--- src/rtl/cdc_handshake_rx_pkg.sv ---
// Shared definitions for the toggle req/ack CDC receiver.
//   rx_state_t      : receiver FSM encoding (IDLE waits for a request, HOLD presents a word)
//   CDC_SYNC_STAGES : default depth of the req synchronizer placed by the parent
package cdc_handshake_rx_pkg;

    typedef enum logic {
        IDLE = 1'b0,
        HOLD = 1'b1
    } rx_state_t;

    localparam int unsigned CDC_SYNC_STAGES = 2;

endpackage

--- src/rtl/cdc_handshake_rx_if.sv ---
// Handshake bundle between the CDC request/acknowledge path, the source data bus
// and the destination valid/ready stream.
//   req_sync   : request toggle, already synchronized into the destination clock
//   data_async : source-held data word
//   ack_toggle : acknowledge toggle back to the source domain
//   m_data     : captured word
//   m_valid    : m_data valid
//   m_ready    : consumer accepts when m_valid && m_ready
// Modports:
//   slave  : the receiver (cdc_handshake_rx)
//   master : the surrounding logic (synchronizer output, source bus, consumer)
interface cdc_handshake_rx_if #(
    parameter int unsigned DATA_WIDTH = 8
);

    logic                  req_sync;
    logic [DATA_WIDTH-1:0] data_async;
    logic                  ack_toggle;
    logic [DATA_WIDTH-1:0] m_data;
    logic                  m_valid;
    logic                  m_ready;

    modport slave (
        input  req_sync,
        input  data_async,
        input  m_ready,
        output ack_toggle,
        output m_data,
        output m_valid
    );

    modport master (
        output req_sync,
        output data_async,
        output m_ready,
        input  ack_toggle,
        input  m_data,
        input  m_valid
    );

endinterface

--- src/rtl/cdc_handshake_rx.sv ---
// Destination-domain receiver for the toggle req/ack CDC protocol.
// A change on the synchronized request toggle captures the source-held data word,
// which is presented on a valid/ready stream. Acceptance of the word flips the
// acknowledge toggle returned to the source and bumps the transfer counter.
// Ports:
//   clk_dest    : destination clock
//   rst_n       : synchronous active-low reset
//   hs          : handshake bundle (slave side), see cdc_handshake_rx_if
//   err_overrun : sticky flag, set when a request arrives while a word is still held
//   xfer_cnt    : completed-transfer count, wraps silently
module cdc_handshake_rx
    import cdc_handshake_rx_pkg::*;
#(
    parameter int unsigned DATA_WIDTH = 8,
    parameter int unsigned CNT_WIDTH  = 16
) (
    input  logic                 clk_dest,
    input  logic                 rst_n,
    cdc_handshake_rx_if.slave    hs,
    output logic                 err_overrun,
    output logic [CNT_WIDTH-1:0] xfer_cnt
);

    rx_state_t             state_q, state_d;
    logic                  req_q, req_d;
    logic                  ack_q, ack_d;
    logic                  valid_q, valid_d;
    logic [DATA_WIDTH-1:0] data_q, data_d;
    logic                  err_q, err_d;
    logic [CNT_WIDTH-1:0]  cnt_q, cnt_d;
    logic                  req_event;

    assign req_event = hs.req_sync ^ req_q;

    // Reset aligns both req_q and the ack toggle to the current request level,
    // so release never produces a spurious event and an in-flight transfer is
    // seen by the source as acknowledged.
    always_ff @(posedge clk_dest) begin
        if (!rst_n) begin
            state_q <= IDLE;
            req_q   <= hs.req_sync;
            ack_q   <= hs.req_sync;
            valid_q <= 1'b0;
            data_q  <= '0;
            err_q   <= 1'b0;
            cnt_q   <= '0;
        end else begin
            state_q <= state_d;
            req_q   <= req_d;
            ack_q   <= ack_d;
            valid_q <= valid_d;
            data_q  <= data_d;
            err_q   <= err_d;
            cnt_q   <= cnt_d;
        end
    end

    always_comb begin
        state_d = state_q;
        req_d   = req_q;
        ack_d   = ack_q;
        valid_d = valid_q;
        data_d  = data_q;
        err_d   = err_q;
        cnt_d   = cnt_q;

        unique case (state_q)
            IDLE: begin
                // data_async is only sampled here, so an undriven bus between
                // transfers never reaches m_data.
                if (req_event) begin
                    data_d  = hs.data_async;
                    valid_d = 1'b1;
                    req_d   = hs.req_sync;
                    state_d = HOLD;
                end
            end
            HOLD: begin
                if (valid_q && hs.m_ready) begin
                    valid_d = 1'b0;
                    ack_d   = ~ack_q;
                    cnt_d   = cnt_q + 1'b1;
                    state_d = IDLE;
                end
                // A second request before the ack is absorbed without capture;
                // it may coincide with acceptance, which still completes.
                if (req_event) begin
                    err_d = 1'b1;
                    req_d = hs.req_sync;
                end
            end
            default: state_d = IDLE;
        endcase
    end

    assign hs.ack_toggle = ack_q;
    assign hs.m_valid    = valid_q;
    assign hs.m_data     = data_q;
    assign err_overrun   = err_q;
    assign xfer_cnt      = cnt_q;

endmodule
--- src/flat_wrapper.sv ---
// flat-port wrapper written by rule: the top's interface ports become plain ports
module cdc_handshake_rx_flat import cdc_handshake_rx_pkg::*;
#(
    parameter int unsigned DATA_WIDTH = 8,
    parameter int unsigned CNT_WIDTH  = 16
)
  (clk_dest, rst_n, err_overrun, xfer_cnt, hs_req_sync, hs_data_async, hs_m_ready, hs_ack_toggle, hs_m_data, hs_m_valid);
  cdc_handshake_rx_if #(.DATA_WIDTH(DATA_WIDTH)) hs_i ();
  input  logic clk_dest;
  input  logic rst_n;
  output logic err_overrun;
  output logic [CNT_WIDTH-1:0] xfer_cnt;
  input wire logic [$bits(hs_i.req_sync)-1:0] hs_req_sync;
  input wire logic [$bits(hs_i.data_async)-1:0] hs_data_async;
  input wire logic [$bits(hs_i.m_ready)-1:0] hs_m_ready;
  output wire logic [$bits(hs_i.ack_toggle)-1:0] hs_ack_toggle;
  output wire logic [$bits(hs_i.m_data)-1:0] hs_m_data;
  output wire logic [$bits(hs_i.m_valid)-1:0] hs_m_valid;
  assign hs_i.req_sync = hs_req_sync;
  assign hs_i.data_async = hs_data_async;
  assign hs_i.m_ready = hs_m_ready;
  assign hs_ack_toggle = hs_i.ack_toggle;
  assign hs_m_data = hs_i.m_data;
  assign hs_m_valid = hs_i.m_valid;
  cdc_handshake_rx #(.DATA_WIDTH(DATA_WIDTH), .CNT_WIDTH(CNT_WIDTH)) u_core (.clk_dest(clk_dest), .rst_n(rst_n), .hs(hs_i), .err_overrun(err_overrun), .xfer_cnt(xfer_cnt));
endmodule
--- config.mk ---
export PLATFORM = sky130hd
export DESIGN_NAME = cdc_handshake_rx_flat
export DESIGN_NICKNAME = d
export VERILOG_FILES = /design/src/rtl/cdc_handshake_rx_pkg.sv /design/src/rtl/cdc_handshake_rx_if.sv /design/src/rtl/cdc_handshake_rx.sv /design/src/flat_wrapper.sv
export SDC_FILE = /design/constraint.sdc
export NUM_CORES = 1
export LEC_CHECK = 0
export BUFFER_PORTS_ARGS = -buffer_cell sky130_fd_sc_hd__clkbuf_2
export CORE_ASPECT_RATIO = 0.8
export CORE_MARGIN = 10
export CORE_UTILIZATION = 51
export CTS_BUF_LIST = sky130_fd_sc_hd__clkbuf_8
export DETAILED_ROUTE_END_ITERATION = 10
export GPL_ROUTABILITY_DRIVEN = 0
export PLACE_DENSITY = 0.85
export REMOVE_ABC_BUFFERS = 1
export SETUP_SLACK_MARGIN = 0.15
export SYNTH_ARGS = -nofsm -noshare
export SYNTH_HDL_FRONTEND = slang
export SYNTH_SLANG_ARGS = --single-unit
--- constraint.sdc ---
create_clock -name clk_dest -period 2.1 [get_ports clk_dest]
set_clock_uncertainty 0.15 [all_clocks]
set_input_delay 0.63 -clock clk_dest [delete_from_list [all_inputs] [get_ports clk_dest]]
set_output_delay 0.63 -clock clk_dest [all_outputs]
set_load 0.01 [all_outputs]
==> run_results.csv <==
group,metric,value,unit
clock_tree,cts_max_path_buffers,2,
worst_setup_path,r2r_start,"u_core.state_q",
worst_setup_path,r2r_end,"u_core.xfer_cnt[15]",
yosys,synth_warnings,0,
worst_setup_path,end_kind,"register",
route,routed_wirelength,2950,um
yosys,ys_seq_area_share,49.4,%
grt,grt_pass1_wl,4880,um
route,highest_layer,"met4",
worst_setup_path,critPathRequiredTime,2.16,ns
sta,fmax,567,MHz
grt,grt-ovfl-total,0,
yosys,netlist_instances,127,
final_layout,finalInstanceArea,1520,um^2
worst_setup_path,cp_max_fo,7,
yosys,async_reset_ff_share,0,%
route,met1_length,1150,um
final_layout,seqCellArea,601,um^2
hold_path,whs_path_depth,2,
route,wl_met3,195,um
route,wl_met2,1570,um
floorplan,die-area,4750,um^2
clock_tree,cts_tree,"yes",
sta,slew_violations,0,
sta,whs,0.319,ns
route,vias_per_cell,5.41,
clock_tree,clock_sink_count,29,
final_layout,fill_cells,191,
yosys,ys_ff_latch,29,
grt,grt_max_degree,26,
route,initialDrtViolationCount,58,
sta,setup_viol,0,
yosys,synth-edff-count,2,
route,routedWlPerCell,15.0,um
floorplan,num_rows,15,
yosys,synth_ff_type,"dfxtp_1",
final_layout,multiInputGateArea,584,um^2
power_and_ir_drop,p_leak,0.000679,uW
worst_setup_path,crit_type,"reg2reg",
sta,worst_pin_slew,0.417,ns
yosys,synth_top_area_share,44.5,%
final_layout,area_growth,25.0,%
sta,slew_headroom,72.1,%
sta,grt_setup_unrepaired,"false",
route,drc,0,
final_layout,drive_gt1_share,30.8,%
sta,fin_crit,1.76,ns
route,final_antenna_net_count,0,
clock_tree,clkLatencyLatePin,0.28,ns
worst_setup_path,startpoint_type,"register",
worst_setup_path,arrival,1.82,ns
placement,io_buffer_count,38,
job,cap_violations,0,
placement,place_hpwl,2230,um
clock_tree,clk_transition_reported_paths,0.06,ns
yosys,syn_area,1210,um^2
placement,placed_area,1440,um^2
yosys,synth.most_common_cell,"dfxtp_1",
route,vias,1065,
yosys,yosys.area.top_type,"dfxtp_1",
clock_tree,cts_hold_buf,0,
hold_path,holdPathEnd,"u_core.err_overrun",
route,dr.pass1.iters,4,
hold_path,hold_start,"u_core.err_overrun",
clock_tree,cts_made_buffers,5,
grt,grt_pass1_vias,1045,
sta,fin_setup_tns,0,ns
yosys,syn_area_per_cell,9.57,um^2
hold_path,hp-class,"reg2reg",
floorplan,core_area,2210,um^2
final_layout,diodes,0,
yosys,yosys-top-cells-count,"dfxtp_1, nor2_1, mux2i_1, nand2_1, xor2_1",
floorplan,initial_core_util,54.9,%
power_and_ir_drop,p_per_area,755,nW/um^2
grt,grt_util_all_layers,13.1,%
final_layout,fin_util,68.6,%
clock_tree,cts_resized,0,
clock_tree,post_cts_buffers,0,
clock_tree,cts-root-buf,"clkbuf_8",
worst_setup_path,rr_worst_depth,4,
yosys,yosys-top-cells-area,"dfxtp_1, nor2_1, mux2i_1",
floorplan,die_h,63.7,um
grt,antenna_found_initial,0,
sta,hold_violations,0,
sta,fin_crit_sh,84.0,%
status,status,"completed",
power_and_ir_drop,power,1150,uW
floorplan,die_x,74.6,um
yosys,synth.distinct_cells,27,
worst_setup_path,rrSetupSlack,0.34,ns
floorplan,io_pins,39,
final_layout,final_nets,184,
clock_tree,h-tree-depth,2,
power_and_ir_drop,vdd_drop_max,0.000590,V
==> layout make-up <==
type | count | share of cell area, %
repair buffers | 41 | 14.0
well taps | 25 | 2.06
flip-flops and latches | 29 | 39.5
multi-input cells | 92 | 38.5
clock buffers | 5 | 4.53
inverters | 2 | 0.494
clock inverters | 3 | 0.906
==> per-stage QoR <==
step	instances	setup slack (ns)
CTS	197	0.340
detailed placement	189	0.0529
global placement	189	0.111
finish	197	0.337
global route	197	0.264
floorplan	123	0.211
==> sequential cells by signal, indices dropped and copies added (netlist names) <==
register and cells:
u_core.xfer_cnt 16, u_core.hs.m_data 8, u_core.err_overrun 1, u_core.hs.ack_toggle 1, u_core.req_q 1, u_core.state_q 1, u_core.hs.m_valid 1
==> cells by family after synthesis <==
| family | count (synthesis) | share of synthesized area (%) |
|---|---|---|
| DFF | 29 | 49.4 |
| adders and majority gates | 1 | 1.03 |
| xor gates and xnor gates | 12 | 8.65 |
| buffers and inverters | 6 | 2.47 |
| AOI/OAI and AO/OA | 12 | 5.35 |
| muxes | 9 | 7.42 |
| and+or+nand+nor | 58 | 25.6 |
==> per-layer routing <==
metal  up-vias  global-route usage [%]
met4         0                    5.66
met1       505                    13.0
met2        28                    23.2
met5         -                       0
li1        527                       -
met3         5                    5.16
==> cell usage in the layout, fill, tap and decap left out, types with 3 or more instances in the layout <==
master | synthesis | layout
a21oi_1 | 7 | 7
buf_4 | 2 | 3
clkbuf_2 | 0 | 38
clkbuf_8 | 0 | 5
dfxtp_1 | 27 | 27
mux2i_1 | 9 | 9
nand2_1 | 8 | 8
nand3_1 | 4 | 4
nand4_1 | 5 | 5
nor2_1 | 25 | 25
o21ai_0 | 3 | 3
or3_1 | 3 | 3
xnor2_1 | 4 | 4
xor2_1 | 8 | 8
==> power by group <==
group	switching, uW	leakage, uW	total (uW)	internal [uW]
Clock	198	0.0000491	421	224
Sequential	20.1	0.000239	603	583
Combinational	68.0	0.000391	122	53.9
Total	286	0.000679	1150	861
==> worst max path at each step <==
| stage | startpoint | to | cells past startpoint |
|---|---|---|---|
| floorplan | hs_m_ready | u_core.xfer_cnt[15] | 4 |
| global placement | hs_m_ready | u_core.xfer_cnt[15] | 5 |
| detailed placement | hs_m_ready | u_core.xfer_cnt[15] | 5 |
| CTS | hs_m_ready | u_core.xfer_cnt[15] | 5 |
| global route | u_core.xfer_cnt[7] | u_core.xfer_cnt[15] | 4 |
| finish | u_core.state_q | u_core.xfer_cnt[15] | 4 |
==> critical path: stages, from the launching register on <==
cell     delay (ns)
dfxtp_1        0.44
and4_1         0.35
nand3_4        0.12
or4_1          0.49
a21oi_1        0.15
Power figures use the tool's default switching activity.
